--- config.mk ---
export PLATFORM = sky130hd
export DESIGN_NAME = kbd_mmio
export DESIGN_NICKNAME = d
export VERILOG_FILES = /design/src/rtl/kbd_pkg.sv /design/src/rtl/kbd_scan_xlate.sv /design/src/rtl/kbd_mmio.sv
export SDC_FILE = /design/constraint.sdc
export NUM_CORES = 1
export LEC_CHECK = 0
export BUFFER_PORTS_ARGS = -buffer_cell sky130_fd_sc_hd__buf_2
export CORE_AREA = 5 5 125 127
export CTS_CLUSTER_SIZE = 10
export DETAILED_ROUTE_END_ITERATION = 12
export DIE_AREA = 0 0 130 132
export PLACE_DENSITY_LB_ADDON = 0.2
export SYNTH_ARGS = -nofsm -noshare
export SYNTH_HDL_FRONTEND = slang
export SYNTH_SLANG_ARGS = --single-unit
--- constraint.sdc ---
create_clock -name i_clk -period 3.2 [get_ports i_clk]
set_clock_uncertainty 0.15 [all_clocks]
set_input_delay 0.48 -clock i_clk [delete_from_list [all_inputs] [get_ports i_clk]]
set_output_delay 0.48 -clock i_clk [all_outputs]
set_load 0.01 [all_outputs]
--- src/rtl/kbd_pkg.sv ---
// Shared constants for the keyboard MMIO block: register offsets, set-2 scancodes,
// arrow-key codes and the make/break decoder state encoding.
package kbd_pkg;
   localparam logic [1:0] KBD_DATA   = 2'd0;
   localparam logic [1:0] KBD_STATUS = 2'd1;
   localparam logic [1:0] KBD_CTRL   = 2'd2;

   localparam logic [7:0] SC_BREAK  = 8'hF0;
   localparam logic [7:0] SC_EXT    = 8'hE0;
   localparam logic [7:0] SC_LSHIFT = 8'h12;
   localparam logic [7:0] SC_RSHIFT = 8'h59;
   localparam logic [7:0] SC_CAPS   = 8'h58;
   localparam logic [7:0] SC_SPACE  = 8'h29;
   localparam logic [7:0] SC_ENTER  = 8'h5A;
   localparam logic [7:0] SC_BKSP   = 8'h66;
   localparam logic [7:0] SC_ESC    = 8'h76;
   localparam logic [7:0] SC_UP     = 8'h75;
   localparam logic [7:0] SC_DOWN   = 8'h72;
   localparam logic [7:0] SC_LEFT   = 8'h6B;
   localparam logic [7:0] SC_RIGHT  = 8'h74;

   localparam logic [7:0] KEY_UP    = 8'h80;
   localparam logic [7:0] KEY_DOWN  = 8'h81;
   localparam logic [7:0] KEY_LEFT  = 8'h82;
   localparam logic [7:0] KEY_RIGHT = 8'h83;

   typedef enum logic [1:0] {
      ST_IDLE   = 2'd0,
      ST_BRK    = 2'd1,
      ST_EXT    = 2'd2,
      ST_EXTBRK = 2'd3
   } kbd_state_t;

   function automatic logic is_shift(input logic [7:0] code);
      return (code == SC_LSHIFT) || (code == SC_RSHIFT);
   endfunction
endpackage

--- src/rtl/kbd_scan_xlate.sv ---
// Combinational set-2 scancode to ASCII translation; o_valid=0 for codes that
// produce no character (including every extended code other than the arrows).
module kbd_scan_xlate
   import kbd_pkg::*;
(
   input  logic [7:0] i_code,
   input  logic       i_ext,
   input  logic       i_shift,
   input  logic       i_caps,
   output logic [7:0] o_ascii,
   output logic       o_valid
);
   logic [7:0] w_letter;
   logic       w_is_letter;
   logic [7:0] w_digit;
   logic [7:0] w_digit_sh;
   logic       w_is_digit;

   always_comb begin
      w_letter    = 8'h00;
      w_is_letter = 1'b1;
      case (i_code)
         8'h1C: w_letter = "a";  8'h32: w_letter = "b";  8'h21: w_letter = "c";
         8'h23: w_letter = "d";  8'h24: w_letter = "e";  8'h2B: w_letter = "f";
         8'h34: w_letter = "g";  8'h33: w_letter = "h";  8'h43: w_letter = "i";
         8'h3B: w_letter = "j";  8'h42: w_letter = "k";  8'h4B: w_letter = "l";
         8'h3A: w_letter = "m";  8'h31: w_letter = "n";  8'h44: w_letter = "o";
         8'h4D: w_letter = "p";  8'h15: w_letter = "q";  8'h2D: w_letter = "r";
         8'h1B: w_letter = "s";  8'h2C: w_letter = "t";  8'h3C: w_letter = "u";
         8'h2A: w_letter = "v";  8'h1D: w_letter = "w";  8'h22: w_letter = "x";
         8'h35: w_letter = "y";  8'h1A: w_letter = "z";
         default: w_is_letter = 1'b0;
      endcase
   end

   always_comb begin
      w_digit    = 8'h00;
      w_digit_sh = 8'h00;
      w_is_digit = 1'b1;
      case (i_code)
         8'h16: begin w_digit = "1"; w_digit_sh = "!"; end
         8'h1E: begin w_digit = "2"; w_digit_sh = "@"; end
         8'h26: begin w_digit = "3"; w_digit_sh = "#"; end
         8'h25: begin w_digit = "4"; w_digit_sh = "$"; end
         8'h2E: begin w_digit = "5"; w_digit_sh = "%"; end
         8'h36: begin w_digit = "6"; w_digit_sh = "^"; end
         8'h3D: begin w_digit = "7"; w_digit_sh = "&"; end
         8'h3E: begin w_digit = "8"; w_digit_sh = "*"; end
         8'h46: begin w_digit = "9"; w_digit_sh = "("; end
         8'h45: begin w_digit = "0"; w_digit_sh = ")"; end
         default: w_is_digit = 1'b0;
      endcase
   end

   always_comb begin
      o_ascii = 8'h00;
      o_valid = 1'b0;
      if (i_ext) begin
         o_valid = 1'b1;
         case (i_code)
            SC_UP:    o_ascii = KEY_UP;
            SC_DOWN:  o_ascii = KEY_DOWN;
            SC_LEFT:  o_ascii = KEY_LEFT;
            SC_RIGHT: o_ascii = KEY_RIGHT;
            default:  o_valid = 1'b0;
         endcase
      end else if (w_is_letter) begin
         o_valid = 1'b1;
         o_ascii = (i_shift ^ i_caps) ? (w_letter - 8'h20) : w_letter;
      end else if (w_is_digit) begin
         // Caps lock only affects letters; digits follow shift alone.
         o_valid = 1'b1;
         o_ascii = i_shift ? w_digit_sh : w_digit;
      end else begin
         o_valid = 1'b1;
         case (i_code)
            SC_SPACE: o_ascii = 8'h20;
            SC_ENTER: o_ascii = 8'h0D;
            SC_BKSP:  o_ascii = 8'h08;
            SC_ESC:   o_ascii = 8'h1B;
            default:  o_valid = 1'b0;
         endcase
      end
   end
endmodule

--- src/rtl/kbd_mmio.sv ---
// Memory-mapped PS/2 keyboard: scancode decode -> ASCII FIFO -> CPU registers + level irq.
// rx tick to FIFO entry takes two edges; a full FIFO drops new chars and sets sticky overflow.
module kbd_mmio
   import kbd_pkg::*;
#(
   parameter int         FIFO_DEPTH = 16,
   parameter logic [3:0] REGION     = 4'h3
)(
   input  logic        i_clk,
   input  logic        i_reset,
   input  logic [7:0]  i_rx_data,
   input  logic        i_rx_done_tick,
   input  logic [31:0] i_addr_in,
   input  logic [31:0] i_data_in,
   input  logic        i_wr,
   input  logic        i_rd,
   output logic [31:0] o_mrd,
   output logic        o_irq
);
   localparam int AW = (FIFO_DEPTH > 1) ? $clog2(FIFO_DEPTH) : 1;
   localparam int CW = AW + 1;
   localparam logic [CW-1:0] FULL_CNT = CW'(FIFO_DEPTH);

   kbd_state_t r_state, w_state_nxt;
   logic       r_shift, w_shift_nxt;
   logic       r_caps, w_caps_nxt;
   logic       r_push_req, w_push_nxt;
   logic [7:0] r_push_char;
   logic [7:0] w_xl_ascii;
   logic       w_xl_valid;

   logic [7:0]    r_mem [FIFO_DEPTH];
   logic [AW-1:0] r_wptr, r_rptr;
   logic [CW-1:0] r_count;
   logic          r_ovf;
   logic          r_irq_en;

   logic        w_sel, w_nempty, w_full, w_ctrl_wr, w_flush, w_pop, w_push, w_ovf_set;
   logic [7:0]  w_head, w_cnt8;
   logic [8:0]  w_cnt9;
   logic [31:0] w_mrd;
   logic        w_unused;

   kbd_scan_xlate u_xlate (
      .i_code  (i_rx_data),
      .i_ext   (r_state == ST_EXT),
      .i_shift (r_shift),
      .i_caps  (r_caps),
      .o_ascii (w_xl_ascii),
      .o_valid (w_xl_valid)
   );

   always_ff @(posedge i_clk or negedge i_reset) begin
      if (!i_reset) begin
         r_state     <= ST_IDLE;
         r_shift     <= 1'b0;
         r_caps      <= 1'b0;
         r_push_req  <= 1'b0;
         r_push_char <= 8'h00;
      end else begin
         r_state     <= w_state_nxt;
         r_shift     <= w_shift_nxt;
         r_caps      <= w_caps_nxt;
         r_push_req  <= w_push_nxt;
         r_push_char <= w_xl_ascii;
      end
   end

   always_comb begin
      w_state_nxt = r_state;
      w_shift_nxt = r_shift;
      w_caps_nxt  = r_caps;
      w_push_nxt  = 1'b0;
      if (i_rx_done_tick) begin
         case (r_state)
            ST_IDLE: begin
               if (i_rx_data == SC_BREAK)     w_state_nxt = ST_BRK;
               else if (i_rx_data == SC_EXT)  w_state_nxt = ST_EXT;
               else if (is_shift(i_rx_data))  w_shift_nxt = 1'b1;
               else if (i_rx_data == SC_CAPS) w_caps_nxt  = ~r_caps;
               else                           w_push_nxt  = w_xl_valid;
            end
            ST_BRK: begin
               if (is_shift(i_rx_data)) w_shift_nxt = 1'b0;
               w_state_nxt = ST_IDLE;
            end
            ST_EXT: begin
               if (i_rx_data == SC_BREAK) begin
                  w_state_nxt = ST_EXTBRK;
               end else begin
                  w_push_nxt  = w_xl_valid;
                  w_state_nxt = ST_IDLE;
               end
            end
            default: w_state_nxt = ST_IDLE;
         endcase
      end
   end

   assign w_sel     = (i_addr_in[31:28] == REGION);
   assign w_nempty  = (r_count != '0);
   assign w_full    = (r_count == FULL_CNT);
   assign w_ctrl_wr = w_sel & i_wr & (i_addr_in[3:2] == KBD_CTRL);
   assign w_flush   = w_ctrl_wr & i_data_in[2];
   assign w_pop     = w_sel & i_rd & (i_addr_in[3:2] == KBD_DATA) & w_nempty & ~w_flush;
   // A pop in the same cycle frees the slot, so a full FIFO still accepts the push.
   assign w_push    = r_push_req & ~w_flush & (~w_full | w_pop);
   assign w_ovf_set = r_push_req & ~w_flush & w_full & ~w_pop;

   always_ff @(posedge i_clk) begin
      if (w_push) r_mem[r_wptr] <= r_push_char;
   end

   always_ff @(posedge i_clk or negedge i_reset) begin
      if (!i_reset) begin
         r_wptr   <= '0;
         r_rptr   <= '0;
         r_count  <= '0;
         r_ovf    <= 1'b0;
         r_irq_en <= 1'b0;
      end else begin
         if (w_ctrl_wr) begin
            r_irq_en <= i_data_in[0];
            if (i_data_in[1]) r_ovf <= 1'b0;
         end
         if (w_ovf_set) r_ovf <= 1'b1;
         if (w_flush) begin
            r_rptr  <= r_wptr;
            r_count <= '0;
         end else begin
            if (w_push) r_wptr <= r_wptr + AW'(1);
            if (w_pop)  r_rptr <= r_rptr + AW'(1);
            case ({w_push, w_pop})
               2'b10:   r_count <= r_count + CW'(1);
               2'b01:   r_count <= r_count - CW'(1);
               default: r_count <= r_count;
            endcase
         end
      end
   end

   assign w_head = r_mem[r_rptr];
   assign w_cnt9 = 9'(r_count);
   assign w_cnt8 = w_cnt9[8] ? 8'hFF : w_cnt9[7:0];

   always_comb begin
      w_mrd = 32'h0;
      if (w_sel) begin
         case (i_addr_in[3:2])
            KBD_DATA:   w_mrd = {23'h0, w_nempty, (w_nempty ? w_head : 8'h00)};
            KBD_STATUS: w_mrd = {16'h0, w_cnt8, 3'b000, r_caps, r_shift, r_irq_en, r_ovf, w_nempty};
            KBD_CTRL:   w_mrd = {31'h0, r_irq_en};
            default:    w_mrd = 32'h0;
         endcase
      end
   end

   assign o_mrd    = w_mrd;
   assign o_irq    = r_irq_en & w_nempty;
   assign w_unused = ^{i_addr_in[27:4], i_addr_in[1:0], i_data_in[31:3]};
endmodule
==> metrics.log, run 1 <==
INFO  metric register_bit_count_reported_by_yosys = 156
INFO  metric yosys_warnings = 0
INFO  metric fraction_of_layout_instances_using_a_drive_strength_above_1 = 24.58%
INFO  metric timing.critical_path.required = 2.57 ns
INFO  metric die_area = 0.01716 mm²
INFO  metric synthesis.area_per_instance = 13.44 µm²
INFO  metric final-max-slew-violation-count = 0
INFO  metric max-clock-path-buffers = 2
INFO  metric portBuffers = 35
INFO  metric tritoncts = built
INFO  metric final_min_period_over_clock_period = 96.20%
INFO  metric cellInternalPower = 3.969 mW
INFO  metric status = completed
INFO  metric grt_use_total = 22.36%
INFO  metric area_growth = 15.54%
INFO  metric htreeDepth = 4
INFO  metric post-route-worst-setup-slack = 0.1215 ns
INFO  metric grt_max_degree = 39
INFO  metric gr-total-overflow = 0
INFO  metric stdcell_area = 0.008866 mm²
INFO  metric reg2reg_depth = 11
INFO  metric vdd.ir_drop.worst = 0.3882 mV
INFO  metric power-per-cell-area = 607.8 mW/mm²
INFO  metric final_non_filler_cells = 839
INFO  metric synth-seq-area-share = 59.22%
INFO  metric power.share.switching = 26.33%
INFO  metric hold_ws = 0.1552 ns
INFO  metric initial_core_util = 53.61%
INFO  metric totalNegativeSetupSlack = 0 ns
INFO  metric placedInstanceArea = 0.008257 mm²
INFO  metric fp-row-count = 44
INFO  metric fin_nets = 730
INFO  metric hold_viol_final = 0
INFO  metric rsz0062_at_grt = false
INFO  metric worst_slew_margin = 55.95%
INFO  metric dp_hpwl = 12.65 mm
INFO  metric static-leakage-power = 3.235 nW
INFO  metric cell_with_the_most_instances_after_synthesis = edfxtp_1
INFO  metric number_of_placed_cells_counting_well_taps = 805
INFO  metric drt-initial-drc-count = 569
INFO  metric avgRoutedWirePerCell = 21.78 µm
INFO  metric totalPowerFinal = 5.388 mW
INFO  metric post_synth_most_frequent_cells = edfxtp_1, nand2_1, nor2_1
INFO  metric timing.setup.critical_path_class = flop to primary output
INFO  metric diodes = 0
INFO  metric dr.pass1.iters = 5
INFO  metric netSwitchingPower = 1.419 mW
INFO  metric tightest_slew = 0.6441 ns
INFO  metric synthesis.area = 0.007674 mm²
INFO  metric antenna_violations_before_repair = 0
INFO  metric report.final.setup_viol = 0
INFO  metric seq_power_share = 46.3%
INFO  metric worst_setup_hold_path_clk_slew = 0.06 ns
INFO  metric wirelength = 18.28 mm
INFO  metric cp_data_arrival_time = 2.45 ns
INFO  metric cts_num_sinks = 156
INFO  metric die_y = 132 µm
INFO  metric yosys.area.top_type = edfxtp_1
INFO  metric vias = 5134
INFO  metric worst_hold_path_type = primary input to flop
INFO  metric place.gp.congestion = 0.9188
INFO  metric crit_path_start_kind = flop
INFO  metric ys.flop_type = edfxtp_1
INFO  metric drcViolationCount = 0
INFO  metric min_from = i_data_in[0]
INFO  metric yosys.area.top_type_share = 50.09%
INFO  metric cts_root_buffer = clkbuf_16
INFO  metric global_route_wire_length_before_repair = 28.84 mm
INFO  metric fmax = 0.3248 GHz
INFO  metric post_drt_via_cell_ratio = 6.119
INFO  metric worstHoldPathCells = 2
INFO  metric crit_fanout = 19
INFO  metric rr_startpoint = r_count[0]
INFO  metric clkLatencyLatePin = 0.42 ns
INFO  metric cts_inserted_buffers = 17
INFO  metric power.clock.fraction = 35.6%
INFO  metric yosysUniqueCellTypes = 72
INFO  metric floorplan.core_area = 0.01431 mm²
INFO  metric async_reset_ff_share = 17.95%
INFO  metric post-route-util = 61.94%
INFO  metric dieWidth = 130 µm
INFO  metric netlist_instances = 571
INFO  metric io_pins = 110
INFO  metric worstSetupStartpoint = r_rptr[0]
INFO  metric post-route-min-period = 3.079 ns
INFO  metric maxCapViolations = 0
INFO  metric post_synth_main_area_contributors = edfxtp_1, mux4_2, dfrtp_1
INFO  metric ant_nets = 0
INFO  metric detailedPlace.worstSlack = 0.04141 ns
INFO  metric worst_setup_path_end_kind = primary output
INFO  metric combinationalPowerShare = 18.1%
INFO  metric first_global_vias = 5055
INFO  metric synth_edf_count = 128
[power by group through the flow]
stage          registers (mW)  clock network (mW)  logic [mW]
5_1_grt                  2.51                2.05        1.07
3_3_place_gp             2.51                   0       0.931
3_5_place_dp             2.53                   0       0.955
4_1_cts                  2.49                1.96       0.958
2_1_floorplan            2.43                   0       0.778
6_report                 2.50                1.92       0.973
[worst max-delay path, stage by stage (launching register included)]
cell and delay [ns]:
dfrtp_2 0.44, buf_16 0.21, mux4_2 0.53, mux4_2 0.54, inv_1 0.09, o21ai_1 0.06, buf_2 0.14
[routing by layer]
layer  track usage (%)  wire length [µm]
met3             4.457              1063
met2             35.93              9288
met1             30.53              7537
met4             7.737               387
met5                 0                 0
[repair_timing]
item | in CTS | in global routing
endpoints found under the setup margin | 0 | 6
hold buffers | 1 | 0
setup buffers | 0 | 0
resized for setup | 0 | 2
endpoints found under the hold margin | 28 | 0
[placed cells by master (no fill, tap or decap), types with 3 or more instances in the layout]
cell type,count
a211oi_1,4
a21oi_1,21
a22oi_1,3
a311oi_1,4
a31oi_1,7
and2_1,5
buf_2,35
buf_4,50
clkbuf_1,6
clkbuf_16,18
clkinvlp_4,3
conb_1,19
dfrtp_1,26
edfxtp_1,128
ha_1,10
inv_1,18
mux2_1,6
mux2i_1,4
mux4_2,37
nand2_1,43
nand2b_1,12
nand3_1,11
nand4_1,5
nor2_1,39
nor2b_1,11
nor3_1,15
nor3b_1,3
nor4_1,4
nor4b_1,3
nor4bb_1,3
o21ai_0,11
o21ai_1,12
o22ai_1,3
o31ai_1,6
or2_1,3
xnor2_1,6
xor2_1,5
[cells by family after synthesis]
group / after synthesis / synth area share (%)
simple gates: 177 / 12.21
flops: 156 / 59.22
compound gates: 94 / 8.299
buf+inv: 73 / 4.663
mux: 48 / 12.41
fa+ha+maj: 11 / 1.891
xor+xnor: 11 / 1.255
other cells: 1 / 0.04887
[flip-flops by register name, summed over array words and instances (netlist names)]
name         count
r_wptr           4
r_caps           1
r_mem          128
r_push_char      8
r_state          2
r_irq_en         1
r_ovf            1
r_push_req       1
r_rptr           4
r_count          5
r_shift          1
[cell type report]
type | instances | area, µm²
multi-input combinational | 360 | 2839
fill | 1103 | 5448
sequential | 156 | 4547
inverter | 19 | 71.32
clock buffer | 23 | 447.9
clock inverter | 9 | 117.6
timing repair buffer | 88 | 613.1
tap | 184 | 230.2
[final timing paths]
path,slack [ns],to
min in group asynchronous,0.48,r_count[0]
hold reg to reg,0.35,r_ovf
max in group asynchronous,1.96,r_rptr[0]
setup reg to reg,0.27,r_count[4]
setup / recovery,0.12,o_mrd[4]
hold / removal,0.16,r_irq_en
No activity file was read; power rests on OpenSTA's default activity.
==> run 2: changes to the inputs <==
--- a/config.mk
+++ b/config.mk
@@ -6,10 +6,10 @@
 export NUM_CORES = 1
 export LEC_CHECK = 0
 export BUFFER_PORTS_ARGS = -buffer_cell sky130_fd_sc_hd__buf_2
-export CORE_AREA = 5 5 125 127
+export CORE_AREA = 5 5 122 124
 export CTS_CLUSTER_SIZE = 10
 export DETAILED_ROUTE_END_ITERATION = 12
-export DIE_AREA = 0 0 130 132
+export DIE_AREA = 0 0 127 129
 export PLACE_DENSITY_LB_ADDON = 0.2
 export SYNTH_ARGS = -nofsm -noshare
 export SYNTH_HDL_FRONTEND = slang
==> metrics.log, run 2 (same netlist as run 1, synthesis figures left out) <==
INFO  metric htreeDepth = 4 (unchanged)
INFO  metric grt.met1_usage = 31.35% (was 30.53%)
INFO  metric first_global_vias = 5196 (was 5055)
INFO  metric io_pins = 110 (unchanged)
INFO  metric global_route_wire_length_before_repair = 29.10 mm (was 28.84 mm)
INFO  metric die_y = 129 µm (was 132 µm)
INFO  metric final_common_cell = edfxtp_1 (unchanged)
INFO  metric drcViolationCount = 0 (unchanged)
INFO  metric dieWidth = 127 µm (was 130 µm)
INFO  metric fin_nets = 729 (was 730)
INFO  metric final_non_filler_cells = 834 (was 839)
INFO  metric power-per-cell-area = 608.2 mW/mm² (was 607.8 mW/mm²)
INFO  metric grt_max_degree = 29 (was 39)
INFO  metric globalRouteMet2Util = 39.23% (was 35.93%)
INFO  metric report.final.setup_viol = 0 (unchanged)
INFO  metric number_of_placed_cells_counting_well_taps = 798 (was 805)
INFO  metric cp_data_arrival_time = 2.50 ns (was 2.45 ns)
INFO  metric tightest_slew = 0.6381 ns (was 0.6441 ns)
INFO  metric status = completed (unchanged)
INFO  metric timing.reg2reg.setup_slack = 0.29 ns (was 0.27 ns)
INFO  metric final_min_period_over_clock_period = 97.92% (was 96.20%)
INFO  metric cts_root_buffer = clkbuf_16 (unchanged)
INFO  metric fmax = 0.3191 GHz (was 0.3248 GHz)
INFO  metric timing.critical_path.required = 2.57 ns (about the same)
INFO  metric totalPowerFinal = 5.369 mW (was 5.388 mW)
INFO  metric post-route-util = 64.59% (was 61.94%)
INFO  metric top_flop_regs = r_mem x128, r_push_char x8, r_count x5 (unchanged)
INFO  metric final-max-slew-violation-count = 0 (unchanged)
INFO  metric post_drt_via_cell_ratio = 6.098 (was 6.119)
INFO  metric drt-initial-drc-count = 583 (was 569)
INFO  metric place.gp.congestion = 0.8969 (was 0.9188)
INFO  metric cts_inserted_buffers = 17 (unchanged)
INFO  metric dr.pass1.iters = 6 (was 5)
INFO  metric worst_setup_path_end_kind = primary output (unchanged)
INFO  metric registers.top_by_ff_count = r_mem (unchanged)
INFO  metric fp-row-count = 43 (was 44)
INFO  metric post-route-min-period = 3.133 ns (was 3.079 ns)
INFO  metric wirelength = 18.18 mm (was 18.28 mm)
INFO  metric detailedPlace.worstSlack = 0.08375 ns (was 0.04141 ns)
INFO  metric portBuffers = 35 (unchanged)
INFO  metric max-clock-path-buffers = 2 (unchanged)
INFO  metric ant_nets = 0 (unchanged)
INFO  metric dp_hpwl = 12.64 mm (was 12.65 mm)
INFO  metric gr-total-overflow = 0 (unchanged)
INFO  metric worst_setup_hold_path_clk_slew = 0.06 ns (about the same)
INFO  metric post-route-worst-setup-slack = 0.06652 ns (was 0.1215 ns)
INFO  metric clkLatencyLatePin = 0.42 ns (about the same)
INFO  metric cts_num_sinks = 156 (unchanged)
INFO  metric crit_fanout = 16 (was 19)
INFO  metric worst_slew_margin = 57.30% (was 55.95%)
INFO  metric layout.cells.most_common_list = edfxtp_1, buf_4, nand2_1 (unchanged)
INFO  metric grt_use_total = 23.70% (was 22.36%)
INFO  metric hold_viol_final = 0 (unchanged)
INFO  metric fraction_of_layout_instances_using_a_drive_strength_above_1 = 24.62% (was 24.58%)
INFO  metric crit_path_start_kind = flop (unchanged)
INFO  metric worst_hold_path_type = primary input to flop (unchanged)
INFO  metric area_growth = 15.03% (was 15.54%)
INFO  metric timing.setup.critical_path_class = flop to primary output (unchanged)
INFO  metric placedInstanceArea = 0.008242 mm² (was 0.008257 mm²)
INFO  metric static-leakage-power = 3.222 nW (was 3.235 nW)
INFO  metric grtUsageMet3 = 5.313% (was 4.457%)
INFO  metric largest_reg_flops = 128 (unchanged)
INFO  metric antenna_violations_before_repair = 0 (unchanged)
INFO  metric avgRoutedWirePerCell = 21.79 µm (was 21.78 µm)
INFO  metric die_area = 0.01638 mm² (was 0.01716 mm²)
INFO  metric vias = 5086 (was 5134)
INFO  metric maxCapViolations = 0 (unchanged)
INFO  metric stdcell_area = 0.008827 mm² (was 0.008866 mm²)
INFO  metric tritoncts = built (unchanged)
INFO  metric vdd.ir_drop.worst = 0.4093 mV (was 0.3882 mV)
INFO  metric most_used_routing_layer_in_global_routing = met2 (unchanged)
INFO  metric floorplan.core_area = 0.01367 mm² (was 0.01431 mm²)
INFO  metric initial_core_util = 56.15% (was 53.61%)
INFO  metric diodes = 0 (unchanged)
run 2: path summary, 6_finish.rpt:
path | cells past startpoint | endpoint | startpoint
max | 6 | o_mrd[2] | r_rptr[0]
min reg2reg | 1 | r_ovf | r_ovf
min in group asynchronous | 2 | r_push_char[4] | i_reset
max reg2reg | 10 | r_count[3] | r_count[0]
min | 2 | r_state[1] | i_rx_done_tick
max in group asynchronous | 2 | r_rptr[0] | i_reset
run 2: where the power goes:
group	switching [mW]	total, mW	internal, mW
logic	0.488	1.00	0.514
registers	0.192	2.51	2.32
clock network	0.790	1.86	1.07
run 2: routing by layer:
metal / vias up / wire (µm)
li1: 2295 / -
met5: - / 0
met1: 2558 / 7524
met3: 37 / 1064
met4: 0 / 418
met2: 196 / 9168
run 2: critical path: stages, from the launching register on:
cell and delay, ns:
dfrtp_4 0.51, buf_12 0.20, mux4_2 0.54, mux4_2 0.50, inv_1 0.08, o21ai_1 0.09, buf_2 0.16
run 2: final cells by class:
type	instances	area (µm²)
Multi-Input combinational cell	360	2839
Sequential cell	156	4549
Timing Repair Buffer	87	593.1
Tap cell	180	225.2
Fill cell	1019	4838
Clock inverter	14	120.1
Inverter	19	71.32
Clock buffer	18	429.2
run 2: repair_timing:
| action | in CTS | in global routing |
|---|---|---|
| resized for setup | 2 | 0 |
| hold buffers | 1 | 0 |
| setup endpoints to repair | 8 | 1 |
| buffers inserted | 2 | 1 |
| endpoints found under the hold margin | 28 | 0 |
run 2: through the flow:
| step | TNS [ns] | hold slack (ns) |
|---|---|---|
| 6_report | 0 | 0.1497 |
| 5_1_grt | -0.001990 | 0.1350 |
| 3_3_place_gp | 0 | 0.3363 |
| 4_1_cts | 0 | 0.1313 |
| 3_5_place_dp | 0 | 0.3335 |
| 2_1_floorplan | 0 | 0.03441 |
==> run 3: changes to the inputs <==
--- a/config.mk
+++ b/config.mk
@@ -11,6 +11,7 @@
 export DETAILED_ROUTE_END_ITERATION = 12
 export DIE_AREA = 0 0 127 129
 export PLACE_DENSITY_LB_ADDON = 0.2
+export RECOVER_POWER = 50
 export SYNTH_ARGS = -nofsm -noshare
 export SYNTH_HDL_FRONTEND = slang
 export SYNTH_SLANG_ARGS = --single-unit
==> metrics.log, run 3 (same netlist as run 1, synthesis figures left out) <==
INFO  metric status = finished, violations left (was completed)
INFO  metric violated_checks = max-capacitance violations, max-slew violations
INFO  metric final_min_period_over_clock_period = 97.87% (was 97.92%)
INFO  metric tritoncts = built (unchanged)
INFO  metric cp_slowest_stage_delay = 0.54 ns (about the same)
INFO  metric first_global_vias = 5196 (unchanged)
INFO  metric worst_slew_margin = -1.975% (was 57.30%)
INFO  metric maxCapViolations = 1 (was 0)
INFO  metric grt_use_total = 23.70% (unchanged)
INFO  metric floorplan.core_area = 0.01367 mm² (unchanged)
INFO  metric timing.setup.critical_path_class = flop to primary output (unchanged)
INFO  metric dr.pass1.iters = 5 (was 6)
INFO  metric totalPowerFinal = 5.367 mW (was 5.369 mW)
INFO  metric vdd.ir_drop.worst = 0.4098 mV (was 0.4093 mV)
INFO  metric largest_reg_flops = 128 (unchanged)
INFO  metric grt_max_degree = 29 (unchanged)
INFO  metric max-clock-path-buffers = 2 (unchanged)
INFO  metric clkLatencyLatePin = 0.42 ns (about the same)
INFO  metric global_route_wire_length_before_repair = 29.10 mm (unchanged)
INFO  metric registers.top_by_ff_count = r_mem (unchanged)
INFO  metric portBuffers = 35 (unchanged)
INFO  metric vias = 5096 (was 5086)
INFO  metric hold_viol_final = 0 (unchanged)
INFO  metric worstPathCellList = buf_12, mux4_2, mux4_2, inv_1, o21ai_1, buf_2 (unchanged)
INFO  metric post_drt_via_cell_ratio = 6.110 (was 6.098)
INFO  metric tightest_slew = 1.530 ns (was 0.6381 ns)
INFO  metric io_pins = 110 (unchanged)
INFO  metric stdcell_area = 0.008818 mm² (was 0.008827 mm²)
INFO  metric cts_num_sinks = 156 (unchanged)
INFO  metric gr-total-overflow = 0 (unchanged)
INFO  metric final-max-slew-violation-count = 29 (was 0)
INFO  metric cts_inserted_buffers = 17 (unchanged)
INFO  metric dieWidth = 127 µm (unchanged)
INFO  metric avgRoutedWirePerCell = 21.84 µm (was 21.79 µm)
INFO  metric fraction_of_layout_instances_using_a_drive_strength_above_1 = 23.85% (was 24.62%)
INFO  metric static-leakage-power = 3.207 nW (was 3.222 nW)
INFO  metric die_y = 129 µm (unchanged)
INFO  metric top_flop_regs = r_mem x128, r_push_char x8, r_count x5 (unchanged)
INFO  metric fp-row-count = 43 (unchanged)
INFO  metric dp_hpwl = 12.64 mm (unchanged)
INFO  metric fillers = 1018 (was 1019)
INFO  metric fmax = 0.3193 GHz (was 0.3191 GHz)
INFO  metric hold_ws = 0.1499 ns (was 0.1497 ns)
INFO  metric timing.critical_path.required = 2.57 ns (about the same)
INFO  metric drcViolationCount = 0 (unchanged)
INFO  metric diodes = 0 (unchanged)
INFO  metric multi_input_gate_area_in_the_final_layout = 0.002839 mm² (unchanged)
INFO  metric crit_fanout = 16 (unchanged)
INFO  metric totalNegativeSetupSlack = 0 ns (unchanged)
INFO  metric wirelength = 18.22 mm (was 18.18 mm)
INFO  metric htreeDepth = 4 (unchanged)
INFO  metric worst_setup_path_end_kind = primary output (unchanged)
INFO  metric place.gp.congestion = 0.8969 (unchanged)
INFO  metric power-per-cell-area = 608.6 mW/mm² (was 608.2 mW/mm²)
INFO  metric initial_core_util = 56.15% (unchanged)
INFO  metric placedInstanceArea = 0.008242 mm² (unchanged)
INFO  metric ant_nets = 0 (unchanged)
INFO  metric cts_root_buffer = clkbuf_16 (unchanged)
INFO  metric layout.cells.most_common_list = edfxtp_1, buf_4, nand2_1 (unchanged)
INFO  metric fin_nets = 729 (unchanged)
INFO  metric drt-initial-drc-count = 579 (was 583)
INFO  metric area_growth = 14.92% (was 15.03%)
INFO  metric worst_hold_path_type = primary input to flop (unchanged)
INFO  metric post-route-min-period = 3.132 ns (was 3.133 ns)
INFO  metric cp_data_arrival_time = 2.50 ns (about the same)
INFO  metric worst_setup_hold_path_clk_slew = 0.06 ns (about the same)
INFO  metric path_common_cell = mux4_2 (unchanged)
INFO  metric report.final.setup_viol = 0 (unchanged)
INFO  metric crit_path_start_kind = flop (unchanged)
INFO  metric crit_slowest_cell = mux4_2 (unchanged)
INFO  metric sequential_standard_cell_area = 0.004549 mm² (unchanged)
INFO  metric die_area = 0.01638 mm² (unchanged)
INFO  metric antenna_violations_before_repair = 0 (unchanged)
INFO  metric final_common_cell = edfxtp_1 (unchanged)
## run 3: final cells by class
cell class              count  share of cell area, %
flip-flops and latches    156                  51.59
multi-input cells         360                  32.19
repair buffers             87                  6.626
clock buffers              18                  4.867
well taps                 180                  2.554
clock inverters            14                  1.362
inverters                  19                 0.8087
## run 3: per-layer routing
metal	GRT usage, %	share of wire [%]
met5	0	0
met4	8.202	2.3
met3	5.313	6.0
met2	39.23	50
met1	31.35	41
## run 3: worst paths after layout
path | end | slack (ns) | from | depth (start not counted)
min reg2reg | r_ovf | 0.36 | r_ovf | 1
min in group asynchronous | r_push_char[4] | 0.82 | i_reset | 2
max in group asynchronous | r_rptr[0] | 0.99 | i_reset | 2
max | o_mrd[2] | 0.07 | r_rptr[0] | 6
min | r_state[1] | 0.15 | i_rx_done_tick | 2
max reg2reg | r_count[4] | 0.27 | r_count[0] | 11
## run 3: what timing repair did
item                                    CTS  global route
resized for setup                         2             0
hold endpoints to repair                 28             0
hold buffers                              1             0
buffers inserted                          2             1
endpoints found under the setup margin    8             1
pin swaps                                 0             0
## run 3: metrics by stage
step	utilization, %	std cells	setup slack, ns
after floorplan	-	589	0.2064
after global placement	60.31	798	0.1669
after detailed placement	60.31	798	0.08375
after CTS	64.54	833	0.03576
after global routing	64.53	834	-0.001990
final	64.53	834	0.06822
## run 3: worst max-delay path, delay by kind of cell (launching register included)
kind,cells,cell delay (ns)
flip-flops,1,0.51
multiplexers,2,1.04
AO/OA/AOI/OAI,1,0.09
buffers and inverters,3,0.44
## run 3: report_power, final
part	switching [mW]	leakage [nW]	internal [mW]
registers	0.192	1.54	2.32
clock network	0.790	0.263	1.07
logic	0.488	1.40	0.513
total	1.47	3.21	3.90
